## config.mk

```make
export PLATFORM = sky130hd
export DESIGN_NAME = teller_dispatcher
export DESIGN_NICKNAME = d
export VERILOG_FILES = /design/src/rtl/teller_pkg.sv /design/src/rtl/teller_dispatcher_rr_arbiter3.sv /design/src/rtl/teller_dispatcher.sv
export SDC_FILE = /design/constraint.sdc
export NUM_CORES = 1
export LEC_CHECK = 0
export ABC_AREA = 1
export BUFFER_PORTS_ARGS = -buffer_cell sky130_fd_sc_hd__buf_4
export CAP_MARGIN = 20
export CORE_MARGIN = 1
export CORE_UTILIZATION = 53
export CTS_CLUSTER_SIZE = 25
export DETAILED_ROUTE_END_ITERATION = 10
export PLACE_DENSITY = 0.83
export SKIP_CTS_REPAIR_TIMING = 1
export SLEW_MARGIN = 20
export SYNTH_ARGS = -nofsm -noshare
export SYNTH_HDL_FRONTEND = slang
export SYNTH_HIERARCHICAL = 1
export SYNTH_SLANG_ARGS = --single-unit
```

## constraint.sdc

```tcl
create_clock -name clk -period 3.5 [get_ports clk]
set_clock_uncertainty 0.2 [all_clocks]
set_input_delay 0.7 -clock clk [delete_from_list [all_inputs] [get_ports clk]]
set_output_delay 0.7 -clock clk [all_outputs]
set_load 0.005 [all_outputs]
```

## src/rtl/teller_pkg.sv

```systemverilog
// Shared constants and teller state encoding for the bank-queue dispatcher.
package teller_pkg;
    localparam int         NUM_TELLERS = 3;
    localparam int         QMAX        = 7;
    localparam logic [2:0] QMAX_V      = 3'(QMAX);

    typedef enum logic [1:0] {
        CLOSED   = 2'b00,
        IDLE     = 2'b01,
        SERVING  = 2'b10,
        DRAINING = 2'b11
    } tstate_e;
endpackage

```

## src/rtl/teller_dispatcher_rr_arbiter3.sv

```systemverilog
// Combinational 3-way round-robin arbiter; search begins one past the last grant.
module rr_arbiter3
    import teller_pkg::*;
(
    input  logic [NUM_TELLERS-1:0] req_i,
    input  logic [1:0]             ptr_i,
    output logic [NUM_TELLERS-1:0] gnt_o,
    output logic [1:0]             ptr_next_o
);

    logic [1:0] o0, o1, o2;

    // Search order starting at ptr+1 mod 3; a pointer value of 3 behaves like 2.
    always_comb begin
        o0 = 2'd0;
        o1 = 2'd1;
        o2 = 2'd2;
        case (ptr_i)
            2'd0: begin o0 = 2'd1; o1 = 2'd2; o2 = 2'd0; end
            2'd1: begin o0 = 2'd2; o1 = 2'd0; o2 = 2'd1; end
            default: ;
        endcase
    end

    always_comb begin
        gnt_o      = '0;
        ptr_next_o = ptr_i;
        if (req_i[o0]) begin
            gnt_o[o0]  = 1'b1;
            ptr_next_o = o0;
        end else if (req_i[o1]) begin
            gnt_o[o1]  = 1'b1;
            ptr_next_o = o1;
        end else if (req_i[o2]) begin
            gnt_o[o2]  = 1'b1;
            ptr_next_o = o2;
        end
    end

endmodule

```

## src/rtl/teller_dispatcher.sv

```systemverilog
// Bank-queue dispatcher: waiting-customer counter, per-teller service FSMs and
// round-robin dispatch of the queue head to a free, open teller.
module teller_dispatcher
    import teller_pkg::*;
(
    input  logic       clk,
    input  logic       rst_n,
    input  logic       arrive,
    input  logic [2:0] teller_open,
    input  logic [2:0] teller_done,
    output logic [2:0] pcount,
    output logic       empty,
    output logic       full,
    output logic [2:0] busy,
    output logic [2:0] dispatch,
    output logic [1:0] tcount,
    output logic       drop
);

    logic [2:0] pcount_q, pcount_d;
    logic [2:0] dispatch_q;
    logic       drop_q, drop_d;
    logic [1:0] tcount_q, tcount_d;
    logic [1:0] ptr_q, ptr_d;

    logic [2:0] eligible, req, gnt;
    logic [1:0] ptr_next;
    logic       grant_any, acc;

    // No grant from an empty queue, so an arrival can never bypass the counter.
    assign req       = (pcount_q != 3'd0) ? eligible : 3'b000;
    assign grant_any = |gnt;

    rr_arbiter3 u_arb (
        .req_i      (req),
        .ptr_i      (ptr_q),
        .gnt_o      (gnt),
        .ptr_next_o (ptr_next)
    );

    for (genvar i = 0; i < NUM_TELLERS; i++) begin : g_teller
        tstate_e state_q, state_d;

        always_ff @(posedge clk) begin
            if (!rst_n) state_q <= CLOSED;
            else        state_q <= state_d;
        end

        always_comb begin
            state_d = state_q;
            case (state_q)
                CLOSED:   if (teller_open[i]) state_d = IDLE;
                IDLE: begin
                    if (gnt[i])               state_d = SERVING;
                    else if (!teller_open[i]) state_d = CLOSED;
                end
                SERVING: begin
                    if (teller_done[i])       state_d = teller_open[i] ? IDLE : CLOSED;
                    else if (!teller_open[i]) state_d = DRAINING;
                end
                DRAINING: begin
                    if (teller_done[i])       state_d = CLOSED;
                    else if (teller_open[i])  state_d = SERVING;
                end
                default:                      state_d = CLOSED;
            endcase
        end

        assign eligible[i] = (state_q == IDLE) && teller_open[i];
        assign busy[i]     = (state_q == SERVING) || (state_q == DRAINING);
    end

    // A full queue still accepts an arrival when a customer leaves in the same cycle.
    always_comb begin
        acc      = arrive && ((pcount_q != QMAX_V) || grant_any);
        drop_d   = arrive && !acc;
        pcount_d = pcount_q + {2'b00, acc} - {2'b00, grant_any};
        tcount_d = {1'b0, teller_open[0]} + {1'b0, teller_open[1]} + {1'b0, teller_open[2]};
        ptr_d    = grant_any ? ptr_next : ptr_q;
    end

    always_ff @(posedge clk) begin
        if (!rst_n) begin
            pcount_q   <= 3'd0;
            dispatch_q <= 3'b000;
            drop_q     <= 1'b0;
            tcount_q   <= 2'd0;
            ptr_q      <= 2'd2;
        end else begin
            pcount_q   <= pcount_d;
            dispatch_q <= gnt;
            drop_q     <= drop_d;
            tcount_q   <= tcount_d;
            ptr_q      <= ptr_d;
        end
    end

    assign pcount   = pcount_q;
    assign empty    = (pcount_q == 3'd0);
    assign full     = (pcount_q == QMAX_V);
    assign dispatch = dispatch_q;
    assign drop     = drop_q;
    assign tcount   = tcount_q;

endmodule

```

Word-level counts from Yosys, hierarchy flattened

Cells that the tools add are included.

Flip-flop bits (word level): 17
Input port bits: 9
Output and inout port bits: 14
Word-level logic and storage cells: 116

Add/sub/neg operators: 4
Magnitude comparators: 6
Equality and inequality tests: 24
Muxes and demuxes: 49
Reductions and logical operators: 25

Operators with widths:

| cell                                                                  | number |
|---|---|
| 2-bit 2-to-1 mux                                                      | 24 |
| 3-bit != test, second input constant                                  | 10 |
| 2-bit one-hot mux with 4 select lines                                 | 3 |
| 2-bit == test, second input constant                                  | 6 |
| 3-bit 2-to-1 mux                                                      | 4 |
| 2-bit one-hot mux with 2 select lines                                 | 3 |
| 4-bit AND reduction                                                   | 3 |
| 2-bit by 3-bit < comparator with 1-bit output, second input constant  | 3 |
| 1-bit 2-to-1 mux                                                      | 9 |
| 2-bit by 1-bit == test with 1-bit output, second input constant       | 4 |
| 1-bit logical AND                                                     | 8 |
| 2-bit logical NOT                                                     | 4 |
| 1-bit binary-select mux with 2-bit select                             | 3 |
| 1-bit demux with 2-bit select                                         | 3 |
| 2-bit by 1-bit >= comparator with 1-bit output, second input constant | 3 |
| 2-bit != test, second input constant                                  | 3 |
| 3-bit nonzero test                                                    | 2 |
| 1-bit logical OR                                                      | 4 |
| 3-bit by 1-bit adder with 3-bit output                                | 1 |
| 3-bit == test, second input constant                                  | 1 |
| 3-bit logical NOT                                                     | 1 |
| 3-bit OR reduction                                                    | 1 |
| 3-bit by 1-bit subtractor with 3-bit output                           | 1 |
| 1-bit by 1-bit adder with 2-bit output                                | 1 |
| other kinds (3)                                                       | 3 |

Logic depth before layout (Yosys ltp)

Gate-level depths: netlist (run 1).

Depth after elaboration: 14
Gate-level depth with buffers: 18
Gate-level depth less buffers: 18

By module

The synthesis (run 1) kept the hierarchy.

By module, submodules not included:

| module            | times used | cells each | area each (sq um) | sequential area each (sq um) |
|---|---|---|---|---|
| teller_dispatcher | 1          | 159        | 996.0             | 340.3 |
| rr_arbiter3       | 1          | 43         | 229.0             | 0.0 |

Worst setup path before layout (run 1)

OpenSTA, ideal clock, no wires.

Kind: input port to flip-flop
Start: input teller_open[1]
End: register pcount_q[2] (netlist: pcount[2])
Library setup time: 70 ps
Arrival time: 2876 ps
Required time: 3230 ps
Path slack: 355 ps
Stages: 14
Buffers on the path: 0
Cell sequence: inv_1 > nor3_1 > inv_1 > o2111ai_1 > nand2_1 > nor3_4 > nand2_1 > o21bai_1 > ha_1 > inv_1 > fa_1 > inv_1 > o21ai_0 > a21oi_1

Longest elaborated chain between the ends: 12
Elaborated cells between the ends (all ways): 16
Classes of those cells: add/sub (2); mux (10); reduce/logical (4)

RTL lines:

| item                                            | RTL line                            | RTL |
|---|---|---|
| from (decl)                                     | teller_dispatcher.sv:9              | `input logic [2:0] teller_open,` |
| 1-bit logical AND (*)                           | teller_dispatcher.sv:69             | `assign eligible[i] = (state_q == IDLE) && teller_open[i];` |
| 3-bit 2-to-1 mux (*)                            | teller_dispatcher.sv:31             | `assign req = (pcount_q != 3'd0) ? eligible : 3'b000;` |
| named net req[1]                                | teller_dispatcher.sv:26             | `logic [2:0] eligible, req, gnt;` |
| 1-bit binary-select mux with 2-bit select       | teller_dispatcher_rr_arbiter3.sv:34 | `end else if (req_i[o2]) begin` |
| 1-bit 2-to-1 mux (not written as such)          | teller_dispatcher_rr_arbiter3.sv:34 |  |
| 3-bit 2-to-1 mux                                | teller_dispatcher_rr_arbiter3.sv:34 |  |
| 3-bit 2-to-1 mux                                | teller_dispatcher_rr_arbiter3.sv:31 | `end else if (req_i[o1]) begin` |
| 3-bit 2-to-1 mux (*)                            | teller_dispatcher_rr_arbiter3.sv:28 | `if (req_i[o0]) begin` |
| named net gnt[0]                                | teller_dispatcher.sv:26             |  |
| 3-bit OR reduction (*)                          | teller_dispatcher.sv:32             | `assign grant_any = \|gnt;` |
| 1-bit logical OR                                | teller_dispatcher.sv:75             | `acc = arrive && ((pcount_q != QMAX_V) \|\| grant_any);` |
| 1-bit logical AND                               | teller_dispatcher.sv:75             |  |
| 3-bit by 1-bit adder with 3-bit output          | teller_dispatcher.sv:77             | `pcount_d = pcount_q + {2'b00, acc} - {2'b00, grant_any};` |
| 3-bit by 1-bit subtractor with 3-bit output (*) | teller_dispatcher.sv:77             |  |
| to (signal assigned)                            | teller_dispatcher.sv:90             | `pcount_q <= pcount_d;` |
| to (decl)                                       | teller_dispatcher.sv:20             | `logic [2:0] pcount_q, pcount_d;` |

Mark *: on every way through the listed nets, which the timed path passes. The rest lies on a longest branch. The select of a mux whose other input is x is not followed.
A chain may end at the register's enable or synchronous reset.

Final worst setup path (run 1)

Start: register pcount_q[1] (netlist: pcount[1])
End: register pcount_q[2] (netlist: pcount[2])

Longest elaborated chain between the ends: 12
Elaborated cells between the ends (all ways): 17
Classes of those cells: add/sub (2); eq/ne (1); mux (10); reduce/logical (4)

RTL lines:

| item                                            | RTL line |
|---|---|
| 3-bit nonzero test (*)                          | teller_dispatcher.sv:31 |
| 3-bit 2-to-1 mux (*)                            | teller_dispatcher.sv:31 |
| named net req[1]                                | teller_dispatcher.sv:26 |
| 1-bit binary-select mux with 2-bit select       | teller_dispatcher_rr_arbiter3.sv:34 |
| 1-bit 2-to-1 mux (not written as such)          | teller_dispatcher_rr_arbiter3.sv:34 |
| 3-bit 2-to-1 mux                                | teller_dispatcher_rr_arbiter3.sv:34 |
| 3-bit 2-to-1 mux                                | teller_dispatcher_rr_arbiter3.sv:31 |
| 3-bit 2-to-1 mux (*)                            | teller_dispatcher_rr_arbiter3.sv:28 |
| named net gnt[2]                                | teller_dispatcher.sv:26 |
| 3-bit OR reduction (*)                          | teller_dispatcher.sv:32 |
| 1-bit logical OR                                | teller_dispatcher.sv:75 |
| 1-bit logical AND                               | teller_dispatcher.sv:75 |
| 3-bit by 1-bit adder with 3-bit output          | teller_dispatcher.sv:77 |
| 3-bit by 1-bit subtractor with 3-bit output (*) | teller_dispatcher.sv:77 |

Marked as above.

==> flow_results.org, run 1 <==
** STA
- Based on the critical path, the design can be clocked at up to 320 MHz.
- The number of pins exceeding their max-slew limit in the final report is 0.
- The worst pin sits at a relative slew slack of 70.4%.
- Total of endpoints with negative setup slack in the final report :: 0
- Part of the cycle the worst path needs :: 89.4%
- Adding up every negative setup slack in the final design gives 0 ps.
- Setup repair after global routing missed its margin :: false
- Setup ws final :: 372 ps
- The count of final hold-check violations was 0.
- The worst path in the final design needs a cycle of 3130 ps, including I/O delays and setup.
- Worst-margin pin slew :: around 440 ps

** Clocking
- Clock tree synthesis selected as its root buffer the cell clkbuf_4.
- Clock-pin slew was measured on the worst setup and hold paths at approximately 100 ps.
- Clock latency on the worst-skew pair :: 290 ps
- TritonCTS clock tree :: built
- Counting along the longest clock path gives a buffer depth of 2.
- Count of H-tree levels built during CTS :: 1
- Buffers inserted during clock tree synthesis total 3.
- Count of clock tree sinks :: 17

** Drt
- Number of nets with antenna violations after routing :: 0
- Across all layers, the routed design uses 1206 vias.
- Using the TritonRoute via totals, the vias-per-cell ratio works out to 4.80.
- Final routed DRC violation total :: 0
- In this run, the number of DRC markers left after iteration 0 of detailed routing was 26.
- The routed design has about 2.6 mm of wire.
- After detailed routing, the average wire length per cell comes to 10.2 µm.
- Before antenna repair, the detailed router went through 4 iterations.

** Finish
- Sequential standard cell area :: 340 µm²
- The multi-input combinational cells in the finished layout cover a total of 699 µm².
- Most common cell after layout, fill and taps aside :: nand2_1
- Fraction of layout instances using a drive strength above 1 :: 27.4%
- Non-filler instance count after layout :: 251
- Ant diodes :: 0
- The area growth from synthesis to layout is 16.5%.
- Fraction of the core area covered by cells at the end of the flow :: 65.2%
- Number of filler instances in the final layout :: just under 200
- For this run, the post-layout net count is 236.
- The top cell types in the final layout, fill and taps aside, are nand2_1, inv_1, nor2_1.

** Power and ir drop
- Power per Cell Area :: roughly 500 mW/mm²
- IR Drop Worst-Case VDD :: 425 µV
- Post-layout power :: 722 µW
- Static Leak :: 0.000752 µW

** Logic synthesis
- Yosys mapped the design onto 27 distinct sky130hd cell types.
- Among all flip-flop cells after synthesis, the most frequent one is dfxtp_1.
- Number of flip-flops and latches in the synthesized netlist :: 17
- Of the post-synthesis cell area, the dominant cell type holds 27.8%.
- Synthesis produced a netlist with a net count of 214.
- After Yosys synthesis, and, or, nand and nor cells account for ~45% of the synthesized area.
- Register area share after synthesis :: 27.8%
- XOR/XNOR share of the synthesized area :: 0%
- In the synthesized netlist, the number of instances is 202.
- Number of flops mapped to enable cells by yosys :: 0
- Of the post-synthesis cell area, the part taken by muxes is 0%.
- Area of the mapped netlist :: between 0.001 and 0.0015 mm²
- Synth Area in Compound Gates :: 7.46%
- Cell type contributing the most total cell area after synthesis :: dfxtp_1
- After synthesis, the largest family of logic cells by area is simple AND/OR/NAND/NOR gates.
- Main area contributors after synthesis :: dfxtp_1, nand2_1, inv_1
- Post-synth ARST share :: 0%
- Yosys printed 6 warnings.
- Post-Synth Adder-Cell Area :: 4.29%
- Average instance area after synthesis :: 6.06 µm²

** Worst setup path
- Required time at the worst-slack endpoint :: 3530 ps
- In this run the worst path has a maximum fanout of 5.
- The worst setup path is captured at a flip-flop.
- Setup Crit Path Kind :: reg2reg
- Kind of start point of the critical path :: flip-flop
- Critical path arrival :: 3160 ps

** Placed design
- Input and output buffers added on the ports amount to 22.
- Worst-case setup slack after placement :: 144 ps
- Number of cells in the design after placement :: around 250
- Final weighted congestion of routability-driven global placement :: 0.823
- Placed wire-length estimate after detailed placement :: 2.00 mm

** Global route
- Global route overflow :: 0
- The number of antenna violations at the first check in global routing is 0.
- Entering global routing, the biggest net connects 11 pins.
- In the global route stage, overall resource usage came out at 22.8%.
- The first global-routing pass estimated 4.36 mm of wire.
- The number of global-route vias before repair is 1081.

** Status
- The run finished with clean final reports.

** Floorplanning
- The die covers 0.00251 mm².
- The die is around 50 µm tall.
- In this run the count of I/O pins placed on the die edge is 23.
- Placeable Area :: approximately 0.0022 mm²
- Initial core utilization :: 55.9%
- Row generation in the floorplan step produced 17 rows.
- Die width :: 50.1 µm

** Run
- Total of max-cap violations :: 0

** Worst hold path
- Type of the tightest min-delay check :: reg2reg
[synth_stat cells (2+ instances only)]
master and instances:
nand2_1 56, inv_1 28, nor2_1 27, dfxtp_1 17, nand3_1 16, inv_2 13, nand2_2 8, a21oi_1 5
nor2_2 4, clkbuf_1 3, nor3_1 3, a21oi_2 2, buf_6 2, fa_1 2, nand4_1 2, o21ai_0 2
o21ai_2 2
[path summary, 6_finish.rpt]
| check | slack [ps] | depth (start not counted) | start | endpoint |
|---|---|---|---|---|
| setup / recovery | 370 | 18 | pcount[1] | pcount[2] |
| hold / removal | 340 | 2 | pcount[2] | drop |
| setup reg to reg | 370 | 18 | pcount[1] | pcount[2] |
| hold reg to reg | 340 | 2 | pcount[2] | drop |
[power breakdown]
| part | internal (µW) | total [µW] | switching [µW] | leakage, µW |
|---|---|---|---|---|
| registers | 228 | 279 | 50.8 | 0.000140 |
| logic | 142 | 337 | 194 | 0.000598 |
| clock network | 44.3 | 107 | 62.7 | 0.0000150 |
| total | 415 | 722 | 308 | 0.000752 |
[cell type report]
class | instances | area share [%]
tap | 28 | 2.45
timing repair buffer | 23 | 12.1
multi-input combinational | 138 | 49.0
inverter | 41 | 10.8
clock buffer | 4 | 1.84
sequential | 17 | 23.8
[kinds of logic (layout without fill, tap and decap cells)]
group,Yosys count,count (layout)
compound gates,14,14
fa+ha+maj,3,3
buf+inv,47,68
flops,17,17
simple gates,121,121
[sequential cells by signal, indices dropped and copies added, names as in the netlist]
name,flops
pcount,3
tcount,2
ptr_q,2
dispatch,3
g_teller.state_q,6
drop,1
[metrics by stage]
stage | cell area [µm²] | hold slack [ps]
6_report | 1430 | 343
5_1_grt | 1430 | 383
4_1_cts | 1420 | 344
3_5_place_dp | 1390 | 319
3_3_place_gp | 1390 | 330
2_1_floorplan | 1220 | 264
[worst max-delay path: stages, from the launching register on]
cell and delay [ps]:
dfxtp_1 380, or2_1 260, nor2_2 240, nor3_1 80, buf_4 160, inv_1 90
nand2_2 60, nand3_2 70, o21ai_2 60, nor2_2 240, nor3_4 70, nor2_1 180
o21bai_1 140, ha_1 150, inv_1 50, fa_1 370, inv_1 80, o21ai_0 80
a21oi_1 110
[per-layer routing]
metal	GRT usage [%]	share of wire, %	wire length (µm)	up-vias
met1	28.7	50	1270	536
li1	-	-	-	651
met3	3.70	2.5	65	2
met2	39.6	47	1210	17
met4	6.19	0.39	10	0
met5	0	0	0	-
No activity file was read; power rests on OpenSTA's default activity.
==> run 2: changes to the inputs <==
Settings changed: GPL_TIMING_DRIVEN from default to 0.
Clock period 3.5 ns to 3.3 ns, I/O delays scaled along.
==> run 2 against run 1 <==
Against the previous run:
- cell count increased by 2.0%
- fmax increased by 2.4%
- combinational power increased by 18%
- register-to-register slack got worse by 130 ps
- core utilization increased by 2.2 points
- clock-buffer cell count unchanged
- critical endpoint unchanged
==> flow_results.org, run 2 (synthesis results as in run 1) <==
** Status
- Status :: completed

** Power and ir drop
- Post-layout power :: 785 µW
- Static Leak :: approximately 0.00077 µW
- Power per Cell Area :: ~530 mW/mm²
- IR Drop Worst-Case VDD :: between 400 and 500 µV

** Worst setup path
- Setup Crit Path Kind :: reg2reg
- The largest individual stage delay along the critical path comes from the cell fa_1.
- Buffers plus inverters on the worst setup path :: 3
- Traced cell by cell, the critical path runs through or2_1 > nor2_2 > nor3_1 > inv_1 > nor2_2 > o21ai_2 > nor2_4 > nor3_4 > nand2_1 > o21bai_1 > ha_1 > inv_1 > fa_1 > inv_1 > o21ai_0 > a21oi_1.
- Delay-heaviest family, CP :: simple AND/OR/NAND/NOR gates
- Setup crit end kind :: flip-flop
- Worst-path maximum fanout :: 5
- STA puts the critical path data required time at 3330 ps.
- Counting stages on the worst path, the most repeated cell is inv_1.
- Maximum single-stage delay on the critical path :: 350 ps
- The worst setup path is launched from a flip-flop.
- At the worst endpoint, the arrival time is about 3100 ps.

** Global route
- Across every metal layer, demand over resource in global routing totals 21.3%.
- Number of antenna violations at the first check in global routing :: 0
- Maximum number of pins on one net before global-route repair :: 11
- Global route overflow :: 0
- Via count of the first global-routing pass :: between 1000 and 1500
- Wire length of the first global-routing pass :: between 4 and 5 mm

** Finish
- Most frequent cells in the layout :: nand2_1, inv_1, nor2_1
- In the final layout, flip-flops and latches occupy 342 µm².
- Fraction of layout instances using a drive strength above 1 :: 28.5%
- Flip-flop count of the largest register after layout :: 6
- Post-layout instance area :: 0.00148 mm²
- Nets@finish :: between 200 and 250
- Number of filler instances in the final layout :: 191
- More flip-flops sit in one register than any other, and that register is g_teller.state_q.
- Most common cell after layout, fill and taps aside :: nand2_1
- The number of antenna diodes in the final layout is 0.
- Relative to the synthesized area, the layout overhead comes to 20.5%.
- Multi-input logic area :: 716 µm²

** STA
- Across all hold checks on the routed design, the worst slack comes to just over 300 ps.
- Time the final worst path needs with I/O delays and setup :: 3050 ps
- Peak Freq :: 328 MHz
- Total of endpoints with negative setup slack in the final report :: 0
- Setup total negative slack on the finished layout was measured at 0 ps.
- The number of pins exceeding their max-slew limit in the final report is 0.
- Setup repair after global routing missed its margin :: false
- The count of final hold-check violations was 0.
- Setup ws final :: around 250 ps
- The final critical path takes up 92.5% of the cycle.
- Worst-margin pin slew :: approximately 330 ps
- Slew margin rel. :: 78.1%

** Drt
- Number of design-rule violations left by the first detailed-router iteration :: 13
- Post-DR vias/cell :: 4.67
- Detailed routing inserted a total of approximately 1200 vias.
- The first detailed-routing pass ran for 4 iterations.
- Number of nets with antenna violations after routing :: 0
- For this run, design rule violations remaining after detail routing come to 0.
- After detailed routing, the total wire length is 2.26 mm.
- Wire length per cell :: ~9 µm

** Floorplanning
- The die is 50.1 µm wide.
- The die is 50.1 µm tall.
- Die Area :: 0.00251 mm²
- The initialized floorplan defines 17 standard-cell rows.
- The core region is 0.00219 mm².
- For this design the top-level I/O count stands at 23.
- For this configuration, the core starts out at a cell density of 55.9%.

** Placed design
- Port-buffer cells :: 21
- Post-detailed-placement cell area :: 0.00142 mm²
- At the placement stage, the worst setup path has a slack of -301 ps.
- Routability-driven placement finished with a final weighted congestion of ~0.84.
- Detailed placement ended at an HPWL of 1.80 mm.

** Clocking
- Max clock buf depth :: 2
- For the worst-skew pair, the clock arrives at the later sink with an insertion delay of 290 ps.
- Root buffer cell :: clkbuf_4
- Clk pin slew, worst setup/hold paths :: 90 ps
- TritonCTS built the clock tree.
- In this run, CTS created clock tree buffers numbering 3.
- The tree built by TritonCTS fans out to 17 sinks.
- Count of H-tree levels built during CTS :: 1

** Run
- Total of max-cap violations :: 0

** Worst hold path
- In this run the worst hold path is classified as reg2reg.
[run 2: final timing paths]
check / cells past startpoint / end / start / slack [ps]
hold reg to reg: 2 / ptr_q[1] / ptr_q[1] / 310
hold / removal: 2 / ptr_q[1] / ptr_q[1] / 310
setup reg to reg: 16 / pcount[2] / pcount[2] / 250
setup / recovery: 16 / pcount[2] / pcount[2] / 250
[run 2: layer usage]
metal	GRT usage [%]	up-vias	part of all wire [%]	wire length, µm
met5	0	-	0	0
met4	6.19	0	1.1	24
met3	3.70	4	3.2	73
met2	36.9	21	47	1050
met1	26.4	509	49	1100
li1	-	661	-	-
[run 2: worst reg2reg max path, stage by stage (launching register included)]
cell	delay [ps]
dfxtp_1	340
or2_1	260
nor2_2	280
nor3_1	110
inv_1	160
nor2_2	60
o21ai_2	200
nor2_4	90
nor3_4	230
nand2_1	120
o21bai_1	140
ha_1	160
inv_1	50
fa_1	350
inv_1	70
o21ai_0	80
a21oi_1	110
[run 2: power breakdown]
| group | internal [µW] | switching [µW] | total (µW) |
|---|---|---|---|
| combinational | 170 | 226 | 396 |
| clock | 47.1 | 63.7 | 111 |
| sequential | 243 | 36.1 | 279 |
| total | 459 | 326 | 785 |
[run 2: cell type report]
class / count / share of cell area [%]
Buffer: 6 / 2.63
Clock buffer: 4 / 1.78
Inverter: 41 / 10.4
Multi-Input combinational cell: 138 / 48.5
Sequential cell: 17 / 23.1
Tap cell: 28 / 2.37
Timing Repair Buffer: 22 / 11.2
[run 2: through the flow]
stage	cells	utilization [%]
after floorplan	202	-
after global placement	251	64.7
after detailed placement	251	64.7
after CTS	255	65.9
after global routing	256	67.4
final	256	67.4
